===== config.mk =====
export PLATFORM = sky130hd
export DESIGN_NAME = axi_sram_wr_ctrl
export DESIGN_NICKNAME = d
export VERILOG_FILES = /design/src/rtl/axi_func_pkg.sv /design/src/rtl/axi_wr_lane_calc.sv /design/src/rtl/axi_sram_wr_ctrl.sv
export SDC_FILE = /design/constraint.sdc
export NUM_CORES = 1
export LEC_CHECK = 0
export ABC_AREA = 1
export CAP_MARGIN = 5
export CORE_MARGIN = 4
export CORE_UTILIZATION = 50
export DETAILED_ROUTE_END_ITERATION = 10
export GPL_TIMING_DRIVEN = 0
export PLACE_DENSITY_LB_ADDON = 0.05
export REMOVE_ABC_BUFFERS = 1
export SYNTH_ARGS = -nofsm -noshare
export SYNTH_HDL_FRONTEND = slang
export SYNTH_SLANG_ARGS = --single-unit

===== constraint.sdc =====
create_clock -name ACLK -period 4.95 [get_ports ACLK]
set_input_delay 0.7425 -clock ACLK [delete_from_list [all_inputs] [get_ports ACLK]]
set_output_delay 0.7425 -clock ACLK [all_outputs]
set_load 0.01 [all_outputs]

===== src/rtl/axi_func_pkg.sv =====
// Shared AXI helpers: burst encoding, response codes and the address,
// byte-lane and wrap-boundary arithmetic used by the write front-end.
package axi_func_pkg;

    localparam int unsigned AXI_DATA_WIDTH = 32;
    localparam int unsigned STROBE_WIDTH   = AXI_DATA_WIDTH / 8;

    typedef enum logic [1:0] {
        BURST_FIXED = 2'd0,
        BURST_INCR  = 2'd1,
        BURST_WRAP  = 2'd2
    } burst_e;

    localparam logic [1:0] OKAY   = 2'b00;
    localparam logic [1:0] SLVERR = 2'b10;

    function automatic logic [31:0] aligned_address(input logic [31:0] addr,
                                                    input logic [2:0]  size);
        return (addr >> size) << size;
    endfunction

    // Wrap regions are always a power of two, so the lower boundary is a mask.
    function automatic logic [31:0] wrap_boundary(input logic [31:0] addr,
                                                  input logic [2:0]  size,
                                                  input logic [7:0]  len);
        logic [31:0] wrap_bytes;
        wrap_bytes = (32'(len) + 32'd1) << size;
        return addr & ~(wrap_bytes - 32'd1);
    endfunction

    function automatic logic [31:0] lower_byte_lane(input logic [31:0] addr,
                                                    input int unsigned db_log2);
        return addr & ((32'd1 << db_log2) - 32'd1);
    endfunction

    function automatic logic [31:0] upper_byte_lane(input logic [31:0] addr,
                                                    input logic [2:0]  size,
                                                    input int unsigned db_log2,
                                                    input logic        first_beat);
        logic [31:0] db_base;
        db_base = addr & ~((32'd1 << db_log2) - 32'd1);
        if (first_beat) begin
            return aligned_address(addr, size) + (32'd1 << size) - 32'd1 - db_base;
        end
        return lower_byte_lane(addr, db_log2) + (32'd1 << size) - 32'd1;
    endfunction

endpackage


===== src/rtl/axi_wr_lane_calc.sv =====
// Combinational per-beat address step and active byte-lane mask for one
// AXI write beat.
module axi_wr_lane_calc
    import axi_func_pkg::*;
#(
    parameter int unsigned DATA_WIDTH = 32,
    parameter int unsigned ADDR_WIDTH = 16
) (
    input  logic [ADDR_WIDTH-1:0]   cur_addr,
    input  logic [2:0]              size,
    input  logic [7:0]              len,
    input  burst_e                  burst,
    input  logic                    first_beat,
    output logic [ADDR_WIDTH-1:0]   next_addr,
    output logic [DATA_WIDTH/8-1:0] lane_mask
);

    localparam int unsigned DB      = DATA_WIDTH / 8;
    localparam int unsigned DB_LOG2 = $clog2(DB);

    logic [31:0] addr_w;
    logic [31:0] incr_addr;
    logic [31:0] wrap_lo;
    logic [31:0] wrap_hi;
    logic [31:0] nxt;
    logic [31:0] lane_lo;
    logic [31:0] lane_hi;

    // Arithmetic is done at 32 bits so the wrap upper boundary and the INCR
    // carry out of the top address never overflow before truncation.
    always_comb begin
        addr_w    = 32'(cur_addr);
        incr_addr = aligned_address(addr_w, size) + (32'd1 << size);
        wrap_lo   = wrap_boundary(addr_w, size, len);
        wrap_hi   = wrap_lo + ((32'(len) + 32'd1) << size);

        case (burst)
            BURST_FIXED: nxt = addr_w;
            BURST_WRAP:  nxt = (incr_addr == wrap_hi) ? wrap_lo : incr_addr;
            default:     nxt = incr_addr;
        endcase
        next_addr = ADDR_WIDTH'(nxt);

        lane_lo = lower_byte_lane(addr_w, DB_LOG2);
        lane_hi = upper_byte_lane(addr_w, size, DB_LOG2, first_beat);
        // NOTE: every output of a combinational block gets a default before any
        // conditional assignment, otherwise synthesis infers a latch.
        lane_mask = '0;
        for (int unsigned i = 0; i < DB; i++) begin
            lane_mask[i] = (i >= lane_lo) && (i <= lane_hi);
        end
    end

endmodule


===== src/rtl/axi_sram_wr_ctrl.sv =====
// AXI4 write-channel slave: accepts one AW burst at a time, issues one
// registered SRAM word write per W beat, then returns a B response.
module axi_sram_wr_ctrl
    import axi_func_pkg::*;
#(
    parameter int unsigned DATA_WIDTH = 32,
    parameter int unsigned ADDR_WIDTH = 16,
    parameter int unsigned ID_WIDTH   = 12
) (
    input  logic                                     ACLK,
    input  logic                                     ARESETn,
    input  logic [ID_WIDTH-1:0]                      awid,
    input  logic [ADDR_WIDTH-1:0]                    awaddr,
    input  logic [7:0]                               awlen,
    input  logic [2:0]                               awsize,
    input  logic [1:0]                               awburst,
    input  logic                                     awvalid,
    output logic                                     awready,
    input  logic [DATA_WIDTH-1:0]                    wdata,
    input  logic [DATA_WIDTH/8-1:0]                  wstrb,
    input  logic                                     wlast,
    input  logic                                     wvalid,
    output logic                                     wready,
    output logic [ID_WIDTH-1:0]                      bid,
    output logic [1:0]                               bresp,
    output logic                                     bvalid,
    input  logic                                     bready,
    output logic                                     mem_we,
    output logic [ADDR_WIDTH-$clog2(DATA_WIDTH/8)-1:0] mem_addr,
    output logic [DATA_WIDTH-1:0]                    mem_wdata,
    output logic [DATA_WIDTH/8-1:0]                  mem_be
);

    localparam int unsigned DB      = DATA_WIDTH / 8;
    localparam int unsigned DB_LOG2 = $clog2(DB);
    localparam int unsigned MEM_AW  = ADDR_WIDTH - DB_LOG2;

    typedef enum logic [1:0] {
        S_IDLE = 2'd0,
        S_DATA = 2'd1,
        S_RESP = 2'd2
    } state_e;

    state_e                state_q,     state_d;
    logic [ID_WIDTH-1:0]   id_q,        id_d;
    logic [ADDR_WIDTH-1:0] addr_q,      addr_d;
    logic [7:0]            len_q,       len_d;
    logic [2:0]            size_q,      size_d;
    burst_e                burst_q,     burst_d;
    logic [7:0]            beat_cnt_q,  beat_cnt_d;
    logic                  err_q,       err_d;
    logic                  awready_q,   awready_d;
    logic                  wready_q,    wready_d;
    logic                  bvalid_q,    bvalid_d;
    logic [1:0]            bresp_q,     bresp_d;
    logic [ID_WIDTH-1:0]   bid_q,       bid_d;
    logic                  mem_we_q,    mem_we_d;
    logic [MEM_AW-1:0]     mem_addr_q,  mem_addr_d;
    logic [DATA_WIDTH-1:0] mem_wdata_q, mem_wdata_d;
    logic [DB-1:0]         mem_be_q,    mem_be_d;

    logic [ADDR_WIDTH-1:0] next_addr;
    logic [DB-1:0]         lane_mask;
    logic                  size_err;
    logic                  wrap_err;
    logic                  last_beat;

    axi_wr_lane_calc #(
        .DATA_WIDTH (DATA_WIDTH),
        .ADDR_WIDTH (ADDR_WIDTH)
    ) u_lane_calc (
        .cur_addr   (addr_q),
        .size       (size_q),
        .len        (len_q),
        .burst      (burst_q),
        .first_beat (beat_cnt_q == 8'd0),
        .next_addr  (next_addr),
        .lane_mask  (lane_mask)
    );

    always_comb begin
        state_d     = state_q;
        id_d        = id_q;
        addr_d      = addr_q;
        len_d       = len_q;
        size_d      = size_q;
        burst_d     = burst_q;
        beat_cnt_d  = beat_cnt_q;
        err_d       = err_q;
        awready_d   = awready_q;
        wready_d    = wready_q;
        bvalid_d    = bvalid_q;
        bresp_d     = bresp_q;
        bid_d       = bid_q;
        mem_we_d    = 1'b0;
        mem_addr_d  = mem_addr_q;
        mem_wdata_d = mem_wdata_q;
        mem_be_d    = mem_be_q;

        size_err  = 32'(awsize) > DB_LOG2;
        wrap_err  = (awburst == 2'd2) && !(awlen inside {8'd1, 8'd3, 8'd7, 8'd15});
        last_beat = (beat_cnt_q == len_q);

        case (state_q)
            S_IDLE: begin
                awready_d = 1'b1;
                if (awvalid && awready_q) begin
                    id_d       = awid;
                    addr_d     = awaddr;
                    len_d      = awlen;
                    size_d     = awsize;
                    burst_d    = (awburst == 2'd3) ? BURST_INCR : burst_e'(awburst);
                    beat_cnt_d = 8'd0;
                    err_d      = size_err || wrap_err;
                    awready_d  = 1'b0;
                    wready_d   = 1'b1;
                    state_d    = S_DATA;
                end
            end

            S_DATA: begin
                if (wvalid && wready_q) begin
                    // The write uses the error flag as it stood before this beat.
                    mem_we_d    = !err_q;
                    mem_wdata_d = wdata;
                    mem_addr_d  = addr_q[ADDR_WIDTH-1:DB_LOG2];
                    mem_be_d    = lane_mask & wstrb;
                    addr_d      = next_addr;
                    beat_cnt_d  = beat_cnt_q + 8'd1;
                    if (wlast != last_beat) begin
                        err_d = 1'b1;
                    end
                    if (last_beat) begin
                        wready_d = 1'b0;
                        bvalid_d = 1'b1;
                        bid_d    = id_q;
                        bresp_d  = err_d ? SLVERR : OKAY;
                        state_d  = S_RESP;
                    end
                end
            end

            S_RESP: begin
                if (bvalid_q && bready) begin
                    bvalid_d  = 1'b0;
                    awready_d = 1'b1;
                    state_d   = S_IDLE;
                end
            end

            default: state_d = S_IDLE;
        endcase
    end

    // NOTE: sequential state uses non-blocking assignments so every flop
    // samples pre-edge values regardless of evaluation order.
    always_ff @(posedge ACLK or negedge ARESETn) begin
        if (!ARESETn) begin
            state_q     <= S_IDLE;
            id_q        <= '0;
            addr_q      <= '0;
            len_q       <= '0;
            size_q      <= '0;
            burst_q     <= BURST_FIXED;
            beat_cnt_q  <= '0;
            err_q       <= 1'b0;
            awready_q   <= 1'b0;
            wready_q    <= 1'b0;
            bvalid_q    <= 1'b0;
            bresp_q     <= '0;
            bid_q       <= '0;
            mem_we_q    <= 1'b0;
            mem_addr_q  <= '0;
            mem_wdata_q <= '0;
            mem_be_q    <= '0;
        end else begin
            state_q     <= state_d;
            id_q        <= id_d;
            addr_q      <= addr_d;
            len_q       <= len_d;
            size_q      <= size_d;
            burst_q     <= burst_d;
            beat_cnt_q  <= beat_cnt_d;
            err_q       <= err_d;
            awready_q   <= awready_d;
            wready_q    <= wready_d;
            bvalid_q    <= bvalid_d;
            bresp_q     <= bresp_d;
            bid_q       <= bid_d;
            mem_we_q    <= mem_we_d;
            mem_addr_q  <= mem_addr_d;
            mem_wdata_q <= mem_wdata_d;
            mem_be_q    <= mem_be_d;
        end
    end

    assign awready   = awready_q;
    assign wready    = wready_q;
    assign bvalid    = bvalid_q;
    assign bresp     = bresp_q;
    assign bid       = bid_q;
    assign mem_we    = mem_we_q;
    assign mem_addr  = mem_addr_q;
    assign mem_wdata = mem_wdata_q;
    assign mem_be    = mem_be_q;

endmodule


After elaboration in Yosys (flattened, before gate mapping). Cells that the tools add are included.

$add $sub $neg: 9. $lt $le $gt $ge: 9. Equal/unequal tests: 17. Shifts and indexed selects: 4. Multiplexer cells: 37. Bitwise operators: 3. Reductions and logical operators: 27.

Operator list (count): subtractor 32 x 1 -> 32 bit (second input constant) (3); adder 32 bit (2); less-or-equal comparator 1 x 32 -> 1 bit (first input constant) (2); less-or-equal comparator 2 x 32 -> 1 bit (first input constant) (2); two-way mux 32 bit (2); case mux 16 bit (2 select lines) (2); left shift 32 x 3 -> 32 bit (2); two-way mux 16 bit (3); adder 2 x 32 -> 32 bit (1); bitwise AND 16 x 32 -> 32 bit (1); == test 32 bit (1); inverter 32 bit (1); left shift 1 x 3 -> 32 bit (first input constant) (1); >> shifter 16 x 3 -> 32 bit (1); subtractor 32 x 16 -> 32 bit (1); two-way mux 1 bit (16); two-way mux 8 bit (2); case mux 8 bit (2 select lines) (1); AND reduction 4 bit (4); two-way mux 2 bit (6); != test 2 bit (second input constant) (5); adder 8 x 1 -> 9 bit (second input constant) (1); adder 8 x 1 -> 8 bit (second input constant) (1); == test 2 bit (second input constant) (4); 22 further kinds (41).

Flip-flop bits (word level): 120. Input port bits: 83. Word-level logic and storage cells: 123.

Depth between registers and ports, before layout. Gate-level depths: netlist (run 1).

Depth in word-level cells: 11. Gate-level depth with buffers: 42. Mapped depth without buffers: 39.

Modules after synthesis. From an unflattened synthesis (run 1), not the netlist that was laid out.

Cell total of the unflattened synthesis: 1590. Area, all modules: 10471.3 um2.

By module, submodules not included: axi_wr_lane_calc (instances 1, cells an instance 1018, area an instance 5515.3 um2); axi_sram_wr_ctrl (instances 1, cells an instance 572, area an instance 4956.0 um2).

Worst setup path before layout (run 1). Ideal clock, no wire load.

Path type: register to register. Start point: register size_q[0]. End point: register mem_be_q[1] (netlist: mem_be[1]). Setup time: 0.117 ns. Data arrival time: 5.162 ns. Setup slack: -0.329 ns. Stages on the path, launching flop included: 36. Path buffers: 4. Period minus slack after synthesis: 5.279 ns. Path through: dfrtp_1 buf_4 buf_4 clkbuf_1 clkbuf_1 o21ai_0 nand2_1 nand2_1 nand2_1 o21ai_0 o21ai_0 nor2_1 a211oi_1 ha_1 a21oi_1 nand2_1 a21oi_1 o21ai_1 or2_2 nand2_1 inv_1 ha_1 nand2_1 o21ai_0 a31oi_1 o21a_1 o21ai_0 nand2_1 nand2_1 nand3_1 nand3_1 nand2_1 nor3_1 nand4_1 nand3_1 nand2_1.

Word-level cells in the longest chain between the ends: 10. Elaborated cells on any way between the ends: 13. Those cells by class: add/sub (5); order compare (1); shift (3); mux (2); bitwise (1); reduce/logical (1).

RTL lines: start, declared (RTL line axi_sram_wr_ctrl.sv:48) `logic [2:0] size_q, size_d;`; start signal, assigned (RTL line axi_sram_wr_ctrl.sv:181) `size_q <= size_d;`; >> shifter 16 x 3 -> 32 bit (RTL line axi_func_pkg.sv:19) `return (addr >> size) << size;`; left shift 32 x 3 -> 32 bit (RTL line axi_func_pkg.sv:19); adder 32 bit (RTL line axi_func_pkg.sv:43) `return aligned_address(addr, size) + (32'd1 << size) - 32'd1 - db_base;`; subtractor 32 x 1 -> 32 bit (RTL line axi_func_pkg.sv:43); subtractor 32 x 16 -> 32 bit (RTL line axi_func_pkg.sv:43); two-way mux 32 bit (RTL line axi_func_pkg.sv:42) `if (first_beat) begin`; two-way mux 32 bit * (RTL line axi_func_pkg.sv:45) `return lower_byte_lane(addr, db_log2) + (32'd1 << size) - 32'd1;`; less-or-equal comparator 1 x 32 -> 1 bit * (RTL line axi_wr_lane_calc.sv:50) `lane_mask[i] = (i >= lane_lo) && (i <= lane_hi);`; logical AND 1 bit * (RTL line axi_wr_lane_calc.sv:50); bitwise AND 4 bit * (RTL line axi_sram_wr_ctrl.sv:127) `mem_be_d = lane_mask & wstrb;`; end signal, assigned (RTL line axi_sram_wr_ctrl.sv:193) `mem_be_q <= mem_be_d;`; end, declared (RTL line axi_sram_wr_ctrl.sv:60) `logic [DB-1:0] mem_be_q, mem_be_d;`.

Every way passes the cells marked *; elsewhere a longest branch is shown, timed or not. The select of a mux whose other input is x is not followed. A chain may end at the register's enable or synchronous reset.

Worst setup path in the final report (run 1). Ends and elaborated chain as after synthesis.

==> key figures, run 1 <==
Finish
  – Cell area after layout: 13600 sq um
  – Fraction of layout cells with a size suffix above 1: 22.1%
  – Final Non-Filler Cells: 1933
  – Layout Nets: 1787
  – Final Core Density: 69.7%
  – Ant. Diodes: 0
  – Layout area overhead: 36.6%

STA
  – Final Max Tran Viols: 0
  – Final hold violations: 0
  – Worst Slack Setup Final: -0.335 ns
  – Highest Clock Rate: 0.189 GHz
  – Clk_skew: 0.0109 ns
  – Slew @ Worst Pin: 1.00 ns
  – Unrepaired setup endpoints after global routing: yes
  – Rel. slew slack: 33.1%
  – Min Clock Period, post-route: 5.28 ns
  – Part of the cycle the worst path needs: 107%
  – Final setup viols: 19

Synth
  – Top_reg_cell synth: dfrtp_1
  – Register bit count reported by yosys: 119
  – Asr flop ratio synth: 100%
  – Most instantiated cells after synthesis: nand2_1, inv_1, nand3_1, dfrtp_1, o21ai_0
  – Yosys top cell area share: 29.9%
  – Top-count cell post-synth: nand2_1
  – Synth Cell Area: 9970 sq um
  – EDFF count, synth: 0
  – Library cells used by synthesis: 57
  – Syn avg cell area: 6.77 sq um
  – Sequential cell area fraction in the yosys report: 29.9%
  – Ranking of synthesized cells by area: dfrtp_1, nand2_1, nand3_1, inv_1, ha_1
  – Post-Synthesis Cells: 1473
  – Cell taking the most area after synthesis: dfrtp_1
  – Ys Warns: 0

Worst setup path
  – Worst Setup Start Kind: register
  – Critical path origin: size_q[0]$_DFFE_PN0P_
  – Reg-to-reg endpoint: mem_be[1]$_DFFE_PN0P_
  – CP required: 5.25 ns
  – Critical-path top delay cell: dfrtp_4
  – Kind of end point of the critical path: register
  – Worst setup path endpoint: mem_be[1]$_DFFE_PN0P_
  – Critical Path AT: 5.59 ns
  – R2r worst-path depth: 32
  – Slowest cell delay on critical path: 0.57 ns
  – CP max FO: 6
  – Flop2flop setup slack: -0.33 ns
  – Reg-to-reg startpoint: size_q[0]$_DFFE_PN0P_
  – CP Class: reg2reg
  – Most frequent CP cell: nand2_1

Power
  – Worst VDD drop: 357 uV
  – Power Total: 11.0 mW
  – Cell Pwr Density: 806 nW/um^2
  – Leakage: 6.48 nW

Clock tree
  – Num CTS Buffers: 17
  – Clock Sinks: 119
  – Clock root cell: clkbuf_16
  – Max Buffers Root-to-Sink: 2
  – Worst-Skew Late Latency: 0.41 ns
  – Hold_buf cts: 0
  – CTS tree: done
  – Clock H-tree levels: 4
  – Clock slew at reported path FFs: 0.06 ns

Place
  – RD Place Congestion: 1.00
  – Pre-CTS setup slack: -2.31 ns
  – Detail Placement HPWL: 23900 um
  – Port Buffers: 149
  – Area after DPL: 11700 sq um
  – Dpl cells: 1843

Floorplan
  – Initial Util: 51.1%
  – Die Wd: 149 um
  – Top Ports: 151
  – Number of core rows: 51
  – Full die area: 22300 sq um
  – CORE AREA: 19500 sq um
  – Die height: 149 um

Worst hold path
  – Hold Crit Class: in2async

Route
  – DRC viols: 0
  – Post-DRT Antenna Nets: 0
  – Met3 WL: 3000 um
  – Via count: 10.6k
  – Metal-1 WL: 14000 um
  – Top Layer Used: met5
  – Vias per cell: 5.46
  – 1st-pass router iterations: 6
  – Wire length on met2: 14900 um
  – Drt wl/cell: 17.2 um
  – Aggregate routed wire length: 33300 um
  – DRT iter0 DRCs: 1006

GRT
  – Initial antenna violation count: 1
  – Largest net degree at the start of global routing: 94
  – Vias in the first global route: 9925
  – First-pass GRT wire length: 52100 um
  – Gr ovfl total: 0
  – GRT Overall Usage: 29.4%

Run
  – Max_cap viols: 0

Status
  – Failing checks: negative setup slack
  – Status: finished with violations
metal layers:
layer,GRT usage [%],vias to the layer above
li1,-,5146
met1,39.1,4853
met2,45.1,470
met3,9.21,89
met4,10.9,2
met5,0,-
worst min-delay path by stage:
stage	start	slack, ns	end	cells past startpoint
after floorplan	err_q$_DFFE_PN0P_	0.40	mem_we$_DFF_PN0_	1
after detailed placement	err_q$_DFFE_PN0P_	0.42	mem_we$_DFF_PN0_	1
after global placement	err_q$_DFFE_PN0P_	0.42	mem_we$_DFF_PN0_	1
final	ARESETn	0.20	len_q[6]$_DFFE_PN0P_	1
after global routing	ARESETn	0.20	bid[6]$_DFFE_PN0P_	1
after CTS	ARESETn	0.19	id_q[4]$_DFFE_PN0P_	1
final cells by class:
class	count	area (sq um)
fill	1673	5910
multi-input combinational	1126	6840
tap	265	332
timing repair buffer	211	2160
clock inverter	12	128
clock buffer	20	447
timing repair inverter	1	6.26
sequential	119	2990
inverter	179	703
flip-flops by register name, summed over array words and instances, names as in the netlist, 2 cells and up:
register / flops
id_q: 12
burst_q: 2
state_q: 2
mem_addr: 14
mem_be: 4
len_q: 8
mem_wdata: 32
addr_q: 16
size_q: 3
beat_cnt_q: 8
bid: 12
per-stage QoR:
stage | hold slack (ns) | TNS [ns]
2_1_floorplan | 0.403 | -5.79
6_report | 0.195 | -2.29
3_5_place_dp | 0.421 | -25.76
3_3_place_gp | 0.425 | -462.19
4_1_cts | 0.195 | -1.41
5_1_grt | 0.203 | -7.18
critical path: cells and delay by family, from the launching register on:
family	cells	cell delay, ns
XOR/XNOR	1	0.19
buffers and inverters	3	0.40
adder cells (fa/ha/maj)	2	0.66
AO/OA/AOI/OAI	10	1.52
flip-flops	1	0.57
AND/OR/NAND/NOR	16	1.82
kinds of logic (layout without fill, tap and decap cells):
kind of cell | count (synthesis) | after routing | synth area share, %
flops | 119 | 119 | 29.9
fa+ha+maj | 49 | 49 | 6.30
compound gates | 229 | 229 | 12.8
buf+inv | 228 | 423 | 9.03
mux | 1 | 1 | 0.113
other cells | 1 | 1 | 0.0376
simple gates | 804 | 804 | 38.1
xor+xnor | 42 | 42 | 3.76
placed cells by master (no fill, tap or decap), types with 6 or more instances in the layout:
cell             count
nor2_4              12
nor2_1              82
a21oi_2             27
a21oi_1             56
o21ai_2             23
ha_4                 9
o21ai_0             75
ha_1                36
nand2_2             46
nand3_1            115
xor2_2               6
buf_12               7
xor2_1              21
nand3_2             39
clkdlybuf4s50_1    148
o21ai_1             13
buf_4               43
nor3_1              17
inv_1              146
nand2_1            411
dfrtp_1            113
inv_2               25
nor2_2              22
buf_6                7
xnor2_1             10
nand4_1             22
nand2_4              8
clkbuf_16           17
where the power goes:
part	internal [mW]	switching [mW]	leakage, nW
Sequential	1.38	0.434	1.43
Combinational	3.19	4.78	4.77
Clock	0.752	0.449	0.272
what timing repair did:
item	CTS	global route
buffers inserted	53	18
gates cloned	3	0
setup endpoints to repair	19	19
resized for setup	124	97
pin swaps	42	58
No activity file was read; power rests on OpenSTA's default activity.
==> inputs of run 2 (changes only) <==
Settings changed: SLEW_MARGIN from default to 10.
==> key figures, run 2 (synthesis gave the netlist of run 1 again) <==
Finish
  – Layout Nets: 1785 (-0.11%)
  – Fraction of layout cells with a size suffix above 1: 19.6% (-2.4 points)
  – Ant. Diodes: 0 (unchanged)
  – Most common cell after layout, fill and taps aside: nand2_1
  – Fillers: 1692 (+1.1%)
  – Number of flip-flops in the largest register: 32 (unchanged)
  – Layout area overhead: 34.9%
  – Most frequent cells in the layout: nand2_1, inv_1, clkdlybuf4s50_1

STA
  – Worst Slack Setup Final: -0.342 ns (-0.00701 ns)
  – Rel. slew slack: 38.6% (+5.5 points)
  – Highest Clock Rate: 0.189 GHz (-0.13%)
  – Slew @ Worst Pin: 0.918 ns (-0.0820 ns)
  – Unrepaired setup endpoints after global routing: yes
  – Worst Hold Slack: 0.325 ns (+0.130 ns)
  – Setup TNS: -2.42 ns (-0.125 ns)
  – Min Clock Period, post-route: 5.29 ns (+0.00701 ns)
  – Clk_skew: 0.00841 ns (-0.00248 ns)
  – Final Max Tran Viols: 0 (unchanged)
  – Final hold violations: 0 (unchanged)
  – Final setup viols: 19 (unchanged)
  – Part of the cycle the worst path needs: 107% (+0.14 points)

Clock tree
  – Clock slew at reported path FFs: 0.06 ns (about the same)
  – Clock Sinks: 119 (unchanged)
  – Num CTS Buffers: 17 (unchanged)
  – Worst-Skew Late Latency: 0.41 ns (about the same)
  – Clock root cell: clkbuf_16
  – Max Buffers Root-to-Sink: 2 (unchanged)
  – Hold_buf cts: 0 (unchanged)
  – CTS tree: done
  – Clock H-tree levels: 4 (unchanged)

Place
  – RD Place Congestion: 1.00 (unchanged)
  – Port Buffers: 149 (unchanged)
  – Detail Placement HPWL: 24000 um (+0.34%)

Status
  – Status: finished with violations
  – Failing checks: negative setup slack

Route
  – DRT iter0 DRCs: 902 (-10%)
  – DRC viols: 0 (unchanged)
  – Post-DRT Antenna Nets: 0 (unchanged)
  – Drt wl/cell: 17.0 um (-1.0%)
  – Vias per cell: 5.40 (-1.1%)
  – Aggregate routed wire length: 32900 um (-1.2%)
  – Via count: 10.4k (-1.3%)
  – 1st-pass router iterations: 6 (unchanged)

Worst setup path
  – Worst Setup Start Kind: register
  – Kind of end point of the critical path: register
  – R2r worst-path depth: 30 (-6.3%)
  – Critical-path top delay cell: dfrtp_4
  – CP required: 5.25 ns (about the same)
  – CP max FO: 6 (unchanged)
  – Critical Path AT: 5.59 ns (about the same)
  – Slowest cell delay on critical path: 0.58 ns (about the same)
  – CP Class: reg2reg

Power
  – Power Total: 10.8 mW (-1.9%)
  – Leakage: 6.47 nW (-0.21%)
  – Sw Ratio: 50.8% (-0.72 points)
  – Switching power: 5.48 mW (-3.2%)
  – Internal: 5.30 mW (-0.40%)
  – Sequential power share: 16.8% (+0.3 points)
  – Clock Power Share: 12.0% (+1.1 points)
  – Cell Pwr Density: 801 nW/um^2 (-0.66%)
  – Combinational share of power: 71.2% (-1.3 points)
  – Worst VDD drop: 337 uV (-5.6%)

Floorplan
  – CORE AREA: 19500 sq um (unchanged)
  – Die Wd: 149 um (unchanged)
  – Number of core rows: 51 (unchanged)
  – Die height: 149 um (unchanged)
  – Full die area: 22300 sq um (unchanged)
  – Top Ports: 151 (unchanged)
  – Initial Util: 51.1% (unchanged)

Worst hold path
  – Hold Crit Class: in2async

GRT
  – First-pass GRT wire length: 51500 um (-1.1%)
  – Gr ovfl total: 0 (unchanged)
  – Largest net degree at the start of global routing: 64 (-32%)
  – GRT Overall Usage: 29.1% (-0.26 points)
  – Initial antenna violation count: 1 (unchanged)
  – Vias in the first global route: 9947 (+0.22%)

Run
  – Max_cap viols: 0 (unchanged)
## run 2: changes by cell type in the layout (fill, tap and decap cells not counted), moves of 4 or more
| cell | delta |
|---|---|
| o21ai_2 | -9 |
| a21oi_2 | -7 |
| a21oi_1 | +6 |
| nor2_1 | +6 |
| nor2_2 | -6 |
| inv_1 | +5 |
| inv_2 | -5 |
| clkinvlp_4 | -4 |
| nand3_1 | +4 |
| nand3_2 | -4 |
| o21ai_1 | +4 |
## run 2: power groups by stage
stage          logic, mW  clock network (mW)  registers, mW
5_1_grt             8.43                1.36           1.86
4_1_cts             7.14                1.31           1.78
2_1_floorplan       4.41                   0           1.81
3_5_place_dp        6.34                   0           1.78
3_3_place_gp        6.23                   0           1.77
6_report            7.68                1.29           1.81
## run 2: worst paths after layout
path                                  startpoint                  endpoint  slack [ns]
setup / recovery           size_q[0]$_DFFE_PN0P_     mem_be[1]$_DFFE_PN0P_       -0.34
hold / removal                           ARESETn        bid[6]$_DFFE_PN0P_        0.33
setup reg to reg           size_q[0]$_DFFE_PN0P_     mem_be[1]$_DFFE_PN0P_       -0.34
hold reg to reg                err_q$_DFFE_PN0P_          mem_we$_DFF_PN0_        0.43
max in group asynchronous                ARESETn  mem_wdata[1]$_DFFE_PN0P_        3.93
min in group ACLK              err_q$_DFFE_PN0P_          mem_we$_DFF_PN0_        0.43
## run 2: final cells by class
class,count,area [sq um],share of cell area [%]
multi-input cells,1126,6670,49.6
flip-flops and latches,119,2990,22.3
repair buffers,209,2130,15.9
inverters,179,703,5.23
clock buffers,22,464,3.45
well taps,265,332,2.47
clock inverters,9,149,1.11
repair inverters,1,6.26,0.0465
## run 2: routing by layer
metal  GRT usage (%)  vias to the layer above  share of wire [%]
met5               0                        -              0.040
met4            10.8                        2                3.7
met3            8.23                       69                8.7
met2            45.0                      374                 45
met1            39.1                     4827                 43
li1                -                     5152                  -
## run 2: metrics by stage
stage,area [sq um],util [%],std cells,setup WS [ns]
3_3_place_gp,11600,59.2,1838,-3.64
3_5_place_dp,11700,60.0,1845,-2.28
4_1_cts,13100,67.0,1916,-0.352
5_1_grt,13500,68.9,1930,-0.566
2_1_floorplan,9740,-,1424,-0.498
6_report,13500,68.9,1930,-0.342
## run 2: critical path, delay by kind of cell, from the launching register on
kind | cells | cell delay (ns)
AOI/OAI and AO/OA | 10 | 1.49
xor gates and xnor gates | 2 | 0.42
adders and majority gates | 2 | 0.62
buffers and inverters | 4 | 0.54
DFF | 1 | 0.58
and+or+nand+nor | 12 | 1.53
## run 2: repair_timing
action                                  CTS  global route
cloned                                    2             0
gates resized for setup                 115            59
setup buffers                            38            14
endpoints found under the setup margin   19            19
pin swaps                                40            48
==> inputs of run 3 (changes only) <==
Settings changed: GPL_TIMING_DRIVEN 0 to default, MAX_ROUTING_LAYER from default to met4.
==> key figures, run 3 (synthesis gave the netlist of run 1 again) <==
Route
  – Met3 WL: 2750 um (-3.8%)
  – Metal-1 WL: 15100 um (+7.1%)
  – Via count: 11.0k (+5.1%)
  – Aggregate routed wire length: 35700 um (+8.6%)
  – DRT iter0 DRCs: 754 (-16%)
  – Post-DRT Antenna Nets: 0 (unchanged)
  – Top Layer Used: met4
  – 1st-pass router iterations: 5 (-1)
  – DRC viols: 0 (unchanged)
  – Wire length on met2: 16100 um (+9.6%)
  – Vias per cell: 5.45 (+0.83%)
  – Drt wl/cell: 17.7 um (+4.1%)

Worst setup path
  – CP Class: reg2reg
  – Slowest cell delay on critical path: 0.47 ns (-0.11 ns)
  – Worst Setup Start Kind: register
  – Reg-to-reg endpoint: mem_be[1]$_DFFE_PN0P_
  – Kind of end point of the critical path: register
  – CP delay by family, top: compound AO/OA/AOI/OAI gates
  – CP max FO: 7 (+1)
  – Reg-to-reg startpoint: size_q[0]$_DFFE_PN0P_
  – Critical Path AT: 5.40 ns (-0.19 ns)
  – Critical-path top delay cell: dfrtp_2
  – Flop2flop setup slack: -0.13 ns (+0.21 ns)
  – CP required: 5.26 ns (about the same)
  – R2r worst-path depth: 34 (+13%)
  – Buf+Inv Stages, Crit Path: 5 (+1)

STA
  – Worst Slack Setup Final: -0.134 ns (+0.208 ns)
  – Highest Clock Rate: 0.197 GHz (+4.1%)
  – Clk_skew: 0.00764 ns (-0.000772 ns)
  – Min Clock Period, post-route: 5.08 ns (-0.208 ns)
  – Unrepaired setup endpoints after global routing: yes
  – Final Max Tran Viols: 0 (unchanged)
  – Final setup viols: 3 (-16)
  – Final hold violations: 0 (unchanged)
  – Rel. slew slack: 30.8% (-7.9 points)
  – Slew @ Worst Pin: 1.04 ns (+0.119 ns)
  – Setup TNS: -0.382 ns (+2.04 ns)
  – Part of the cycle the worst path needs: 103% (-4.2 points)

Place
  – Port Buffers: 149 (unchanged)
  – Area after DPL: 12500 sq um (+6.5%)
  – Detail Placement HPWL: 26500 um (+10%)
  – Dpl cells: 1953 (+5.9%)
  – Pre-CTS setup slack: -0.255 ns (+2.02 ns)
  – RD Place Congestion: 1.06 (+5.3%)

Run
  – Max_cap viols: 0 (unchanged)

Clock tree
  – Clock Sinks: 119 (unchanged)
  – Clock root cell: clkbuf_16
  – Worst-Skew Late Latency: 0.42 ns (about the same)
  – Num CTS Buffers: 17 (unchanged)
  – Clock slew at reported path FFs: 0.06 ns (about the same)
  – CTS tree: done
  – Clock H-tree levels: 4 (unchanged)
  – Max Buffers Root-to-Sink: 2 (unchanged)

Floorplan
  – Die Wd: 149 um (unchanged)
  – Full die area: 22300 sq um (unchanged)
  – CORE AREA: 19500 sq um (unchanged)
  – Number of core rows: 51 (unchanged)
  – Top Ports: 151 (unchanged)
  – Initial Util: 51.1% (unchanged)
  – Die height: 149 um (unchanged)

GRT
  – Gr ovfl total: 0 (unchanged)
  – GRT Overall Usage: 31.7% (+2.6 points)
  – Initial antenna violation count: 0 (-1)
  – First-pass GRT wire length: 53900 um (+4.7%)
  – Vias in the first global route: 10.3k (+4.0%)
  – Largest net degree at the start of global routing: 69 (+7.8%)

Finish
  – Most common cell after layout, fill and taps aside: nand2_1
  – Reg area: 2980 sq um (-0.42%)
  – Ant. Diodes: 0 (unchanged)
  – Fillers: 1608 (-5.0%)
  – Layout area overhead: 42.3%
  – Layout Nets: 1866 (+4.5%)
  – Final Non-Filler Cells: 2012 (+4.2%)
  – Number of flip-flops in the largest register: 32 (unchanged)
  – Area of the multi-input gates: 6860 sq um (+2.9%)
  – Most frequent cells in the layout: nand2_1, inv_1, clkdlybuf4s50_1
  – Fraction of layout cells with a size suffix above 1: 25.6% (+6.0 points)
  – Cell area after layout: 14200 sq um (+5.5%)

Power
  – Worst VDD drop: 386 uV (+15%)
  – Leakage: 6.92 nW (+7.1%)
  – Cell Pwr Density: 837 nW/um^2 (+4.4%)
  – Power Total: 11.9 mW (+10%)

Status
  – Failing checks: negative setup slack
  – Status: finished with violations

Worst hold path
  – Hold Crit Class: in2async
[run 3: cell count changes in the layout (fill, tap and decap cells not counted), moves of 7 or more]
cell     before  now
nand3_2      35   45
a21oi_2      20   27
buf_4        43  125
nand3_1     119  109
a21oi_1      62   54
[run 3: power by group]
part	internal, mW	switching [mW]
Combinational	3.73	5.13
Sequential	1.37	0.324
Clock	0.808	0.505
[run 3: how the worst max path moves through the flow]
| stage | startpoint | end | slack (ns) | cells after the start |
|---|---|---|---|---|
| after global placement | size_q[0]$_DFFE_PN0P_ | mem_be[1]$_DFFE_PN0P_ | -0.19 | 34 |
| final | size_q[0]$_DFFE_PN0P_ | mem_be[1]$_DFFE_PN0P_ | -0.13 | 34 |
| after global routing | size_q[0]$_DFFE_PN0P_ | mem_be[3]$_DFFE_PN0P_ | -0.37 | 36 |
| after detailed placement | size_q[0]$_DFFE_PN0P_ | mem_be[1]$_DFFE_PN0P_ | -0.26 | 33 |
| after floorplan | size_q[0]$_DFFE_PN0P_ | mem_be[1]$_DFFE_PN0P_ | -0.50 | 33 |
| after CTS | size_q[0]$_DFFE_PN0P_ | mem_be[1]$_DFFE_PN0P_ | 0.002 | 36 |
[run 3: repair_timing]
action | 4_1_cts | 5_1_grt
cloned | 1 | 4
hold buffers | 0 | 0
resized for setup | 50 | 158
setup endpoints to repair | 3 | 19
pin swaps | 14 | 67
buffers inserted | 5 | 19
hold endpoints to repair | 0 | 0
[run 3: routing by layer]
metal | GRT usage (%) | vias to the layer above
met4 | 13.5 | 0
met5 | - | -
li1 | - | 5319
met1 | 41.2 | 5113
met3 | 6.53 | 90
met2 | 48.4 | 435
[run 3: cell type report]
class | instances | area share, %
clock buffers | 18 | 3.02
clock inverters | 14 | 1.34
inverters | 179 | 4.79
multi-input cells | 1126 | 48.4
flip-flops and latches | 119 | 21.0
well taps | 265 | 2.34
repair buffers | 291 | 19.1
[run 3: stage by stage]
stage	hold slack, ns	utilization (%)
final	0.442	72.7
after global routing	0.463	72.7
after CTS	0.446	68.1
after detailed placement	0.431	63.9
after global placement	0.425	63.9
after floorplan	0.403	-
